==> config.mk <==
export PLATFORM = sky130hd
export DESIGN_NAME = clk_gate_en_ctrl
export DESIGN_NICKNAME = d
export VERILOG_FILES = /design/src/rtl/clk_gate_ctrl_pkg.sv /design/src/rtl/clk_gate_idle_cnt.sv /design/src/rtl/clk_gate_en_ctrl.sv
export SDC_FILE = /design/constraint.sdc
export NUM_CORES = 1
export LEC_CHECK = 0
export BUFFER_PORTS_ARGS = -buffer_cell sky130_fd_sc_hd__buf_2
export CAP_MARGIN = 30
export CELL_PAD_IN_SITES_DETAIL_PLACEMENT = 0
export CELL_PAD_IN_SITES_GLOBAL_PLACEMENT = 1
export CORE_UTILIZATION = 45
export DETAILED_ROUTE_END_ITERATION = 10
export PLACE_DENSITY = 0.94
export SKIP_LAST_GASP = 1
export SLEW_MARGIN = 25
export SYNTH_ARGS = -nofsm -noshare
export SYNTH_HDL_FRONTEND = slang
export SYNTH_SLANG_ARGS = --single-unit
==> constraint.sdc <==
create_clock -name clk -period 6.3 [get_ports clk]
set_clock_uncertainty 0.2 [all_clocks]
set_input_delay 1.26 -clock clk [delete_from_list [all_inputs] [get_ports clk]]
set_output_delay 1.26 -clock clk [all_outputs]
set_load 0.01 [all_outputs]
==> src/rtl/clk_gate_ctrl_pkg.sv <==
// Shared types and defaults for the clock-gate enable controller.
package clk_gate_ctrl_pkg;

  // Controller states. WAKE is the reset state, so the clock runs out of reset.
  typedef enum logic [1:0] {
    ST_RUN   = 2'd0,
    ST_IDLE  = 2'd1,
    ST_GATED = 2'd2,
    ST_WAKE  = 2'd3
  } gate_state_t;

  // Cycles clk_en is held high before clk_ack asserts.
  localparam int unsigned WAKE_LAT_DEF = 2;

endpackage

==> src/rtl/clk_gate_idle_cnt.sv <==
// Saturating idle-hysteresis counter with clear/increment and a >= threshold flag.
module clk_gate_idle_cnt #(
  parameter int unsigned IDLE_CNT_W = 8
) (
  input  logic                  clk,
  input  logic                  rst_b,
  input  logic                  clr,
  input  logic                  inc,
  input  logic [IDLE_CNT_W-1:0] thresh,
  output logic                  reach
);

  logic [IDLE_CNT_W-1:0] cnt;

  // Idle counter: clear wins over increment; increment stops at all-ones.
  // NOTE: sequential state uses non-blocking assignments so every flop samples
  // pre-edge values regardless of block evaluation order.
  always_ff @(posedge clk or negedge rst_b) begin
    if (!rst_b) begin
      cnt <= '0;
    end else if (clr) begin
      cnt <= '0;
    end else if (inc && (cnt != '1)) begin
      cnt <= cnt + IDLE_CNT_W'(1);
    end
  end

  // Compare against the live threshold so lowering it mid-count gates promptly.
  assign reach = (cnt >= thresh);

endmodule

==> src/rtl/clk_gate_en_ctrl.sv <==
// Gate-enable controller for a te-capable clock-gate cell. Runs on the ungated
// clock, gates after programmable idle hysteresis, and re-enables on a level
// wake request with a req/ack handshake. Counts gating events for debug.
module clk_gate_en_ctrl
  import clk_gate_ctrl_pkg::*;
#(
  parameter int unsigned IDLE_CNT_W = 8,
  parameter int unsigned WAKE_LAT   = WAKE_LAT_DEF,
  parameter int unsigned EVT_CNT_W  = 16
) (
  input  logic                  clk,
  input  logic                  rst_b,
  input  logic                  busy,
  input  logic                  wake_req,
  output logic                  clk_ack,
  input  logic                  force_on,
  input  logic [IDLE_CNT_W-1:0] idle_thresh,
  input  logic                  scan_mode,
  output logic                  clk_en,
  output logic                  gate_te,
  output logic                  gated,
  output logic [EVT_CNT_W-1:0]  gate_evt_cnt
);

  // Wake counter only needs to reach WAKE_LAT-1; keep at least one bit.
  localparam int unsigned WAKE_CNT_W = (WAKE_LAT > 1) ? $clog2(WAKE_LAT) : 1;
  localparam logic [WAKE_CNT_W-1:0] WAKE_LAST = WAKE_CNT_W'(WAKE_LAT - 1);

  gate_state_t           state;
  logic [WAKE_CNT_W-1:0] wake_cnt;
  logic                  active;
  logic                  idle_inc;
  logic                  idle_clr;
  logic                  idle_reach;

  // Anything that keeps the domain clock running; a zero threshold disables gating.
  assign active = busy | wake_req | force_on | scan_mode | (idle_thresh == '0);

  // Scan enable goes straight to the gate cell so DFT control is never delayed.
  assign gate_te = scan_mode;

  // Count idle cycles from RUN (entering IDLE at 1) and in IDLE until the
  // threshold is reached; every other situation restarts the hysteresis.
  assign idle_inc = !active && ((state == ST_RUN) || ((state == ST_IDLE) && !idle_reach));
  assign idle_clr = !idle_inc;

  clk_gate_idle_cnt #(
    .IDLE_CNT_W (IDLE_CNT_W)
  ) u_idle_cnt (
    .clk    (clk),
    .rst_b  (rst_b),
    .clr    (idle_clr),
    .inc    (idle_inc),
    .thresh (idle_thresh),
    .reach  (idle_reach)
  );

  // Gate FSM with registered enable/ack/status outputs, wake counter and event counter.
  always_ff @(posedge clk or negedge rst_b) begin
    if (!rst_b) begin
      state        <= ST_WAKE;
      wake_cnt     <= '0;
      clk_en       <= 1'b1;
      clk_ack      <= 1'b0;
      gated        <= 1'b0;
      gate_evt_cnt <= '0;
    end else begin
      case (state)
        ST_RUN: begin
          if (!active) begin
            state <= ST_IDLE;
          end
        end
        ST_IDLE: begin
          if (active) begin
            state <= ST_RUN;
          end else if (idle_reach) begin
            state   <= ST_GATED;
            clk_en  <= 1'b0;
            clk_ack <= 1'b0;
            gated   <= 1'b1;
            if (gate_evt_cnt != '1) begin
              gate_evt_cnt <= gate_evt_cnt + EVT_CNT_W'(1);
            end
          end
        end
        ST_GATED: begin
          if (active) begin
            state    <= ST_WAKE;
            wake_cnt <= '0;
            clk_en   <= 1'b1;
            gated    <= 1'b0;
          end
        end
        ST_WAKE: begin
          // Activity is ignored here: a dropped request still completes to RUN.
          if (wake_cnt == WAKE_LAST) begin
            state   <= ST_RUN;
            clk_ack <= 1'b1;
          end else begin
            wake_cnt <= wake_cnt + WAKE_CNT_W'(1);
          end
        end
        default: begin
          state    <= ST_WAKE;
          wake_cnt <= '0;
          clk_en   <= 1'b1;
          clk_ack  <= 1'b0;
          gated    <= 1'b0;
        end
      endcase
    end
  end

endmodule

==> flow_summary.ini <==
[worst_setup_path]
crit_slowest_cell = a2111oi_0
endpoint_kind = register
critical-path-max-stage-delay_ns = 0.45
cp_cell_sequence = buf_2 > ha_1 > nand2b_1 > a2111oi_0 > o21ai_1 > nand3_2 > nand3_2 > nor3_1
cp.arrival_ns = 3.10
crit_fanout = 9
cp.required_ns = 6.30
regToRegSetupSlack_ns = 3.83
worst-path-buf-inv = 1
critPathKind = input pin to register
cp_top_family = simple AND/OR/NAND/NOR gates
critPathLaunchType = input pin
crit_top_cell = nand3_2

[synth]
synth.net_count = 200
syn_avg_cell_area_sq_um = 10.1
ys_seq_area_frac = 0.423
synthesis.instances = 176
synth_edf_count = 0
yosys_most_used_dff = dfrtp_1
yosysWarnings = 0
async_flop_share = 1.00
synth_area_sq_mm = 0.00178
synth_seq_cells = 30
synth_cell_types = 41

[timing]
rsz0062_at_grt = false
hold_viol = 0
max-slew-margin-rel = 0.562
fin_crit_sh = 0.493
worstMarginPinSlew_ns = 0.656
drv_slew = 0
fin_ws_ns = 3.20
clock.fmax_ghz = 0.322
fin_crit_ns = 3.10
setup_viol = 0
setup_tns_ns = 0

[cells_and_area]
layout.nets = 236
drive_above_1_share = 0.277
fin_cells = 261
final_area_sq_mm = 0.00208
n_antenna_cell = 0
area_growth_pct = 16.9

[clocking]
cts_buffer_depth = 2
cts_tree = built
ctsHtreeMaxLevel = 2
cts-root-buf = clkbuf_8
insertion_delay_ns = 0.29
numCtsBuffers = 5
cts_setup_buffers = 0
cts.sinks = 30
clkTransAtPathRegs_ns = 0.07
postCtsHoldBufs = 0
cts.repair.resized = 0

[detailed_routing]
ant_nets = 0
vias_per_cell = 5.30
vias = 1382
initialDrtViolationCount = 60
wire_per_inst_um = 13.0
routed_wl_um = 3390
drc = 0
first_pass_iters = 4

[power]
leakage_uw = 0.00100
ir_worst_vdd_mv = 0.109
p_total_uw = 375
power_density_mw_per_mm2 = 180

[placement]
port_buffers = 33
pre_cts_ws_ns = 2.96
place_inst = 253
gp_congestion = 0.781
dpl.hpwl_um = 2520
placed_area_sq_mm = 0.00199

[die]
io_pins = 34
core_sq_mm = 0.00372
dieWidth_um = 64.9
die_area_sq_mm = 0.00422
rows = 22
start_util = 0.479
die_h_um = 64.9

[global_routing]
gr-usage-all-layers = 0.188
grt_pass1_vias = 1325
antenna_found_initial = 0
grt-ovfl-total = 0
grt_pass1_wl_um = 5980
grt_max_degree = 31

[min_path]
hp-class = register to register

[outcome]
status = finished clean

[job]
maxCapViolCount = 0
[Yosys cell counts (all sizes together), types with 2 or more instances]
cell type | number | share of area
dfrtp | 27 | 0.38
nand3 | 15 | 0.048
nor2 | 14 | 0.029
xnor2 | 12 | 0.059
inv | 11 | 0.023
ha | 10 | 0.070
nand2 | 10 | 0.021
o21ai | 9 | 0.025
nor3 | 8 | 0.032
nor4 | 8 | 0.042
a21oi | 7 | 0.020
and3 | 6 | 0.024
nand4 | 6 | 0.038
xor2 | 6 | 0.029
and2 | 3 | 0.011
dfstp | 3 | 0.044
buf | 2 | 0.0070
clkbuf | 2 | 0.0042
mux2i | 2 | 0.011
nand2b | 2 | 0.0070
[final cells by class]
class	count	area (sq um)
clock buffers	6	82.6
clock inverters	2	12.5
fillers	342	1630
inverters	11	41.3
multi-input cells	131	966
flip-flops and latches	30	754
well taps	48	60.1
repair buffers	33	165
[through the flow]
stage          hold WS (ns)  utilization
6_report              0.286        0.560
3_5_place_dp          0.277        0.535
3_3_place_gp          0.275        0.535
2_1_floorplan         0.246            -
5_1_grt               0.321        0.560
4_1_cts               0.287        0.560
[cells in the final DEF, fill, tap and decap left out, types with 4 or more instances in the layout]
cell,instances
nor3_1,6
xnor2_1,12
nor4_2,4
nand4_1,4
buf_2,33
clkbuf_8,6
nor4_1,4
nand3_1,13
ha_1,10
a21oi_1,7
nor2_1,14
dfrtp_1,27
xor2_1,6
inv_1,11
nand2_1,10
and3_1,5
o21ai_0,8
[state kept, by name, indices dropped and copies added (netlist names), named ones only]
register / cells
clk_ack: 1
wake_cnt: 1
gate_evt_cnt: 16
u_idle_cnt.cnt: 8
state: 1
clk_en: 1
gated: 1
[logic make-up (layout without fill, tap and decap cells)]
family | count (synthesis) | in the layout | share of synthesized area
DFF | 30 | 30 | 0.423
xor gates and xnor gates | 18 | 18 | 0.0885
adders and majority gates | 10 | 10 | 0.0702
buffers and inverters | 15 | 52 | 0.0344
AOI/OAI and AO/OA | 25 | 25 | 0.0976
muxes | 3 | 3 | 0.0197
and+or+nand+nor | 75 | 75 | 0.266
[routing by layer]
layer,global-route usage,wire length (um),vias up
li1,-,-,696
met1,0.244,1650,659
met2,0.297,1550,22
met3,0.0599,142,5
met4,0.0583,38,0
met5,0,0,-
[worst register-to-register path: stages (launching register included)]
cell and delay (ns):
dfrtp_1 0.40, inv_1 0.06, ha_1 0.26, nand2b_1 0.13, a2111oi_0 0.45, o21ai_1 0.19
nand3_2 0.23, nand3_2 0.21, nor3_1 0.25
[report_power, final]
| part | leakage, uW | total (uW) | internal (uW) | switching [uW] |
|---|---|---|---|---|
| clock network | 0.0000472 | 162 | 87.6 | 74.0 |
| registers | 0.000403 | 195 | 194 | 0.939 |
| logic | 0.000553 | 18.4 | 7.10 | 11.3 |
| total | 0.00100 | 375 | 289 | 86.3 |
[final timing paths]
check / from / end / depth (start not counted)
max in group asynchronous: rst_b / gate_evt_cnt[5]$_DFFE_PN0P_ / 1
worst max register to register: u_idle_cnt.cnt[0]$_DFFE_PN0P_ / u_idle_cnt.cnt[3]$_DFFE_PN0P_ / 8
worst min-delay path: clk_en$_DFFE_PN1P_ / clk_en$_DFFE_PN1P_ / 2
worst min register to register: clk_en$_DFFE_PN1P_ / clk_en$_DFFE_PN1P_ / 2
min in group asynchronous: rst_b / u_idle_cnt.cnt[7]$_DFFE_PN0P_ / 1
worst max-delay path: idle_thresh[0] / u_idle_cnt.cnt[3]$_DFFE_PN0P_ / 8
Power figures use the tool's default switching activity.
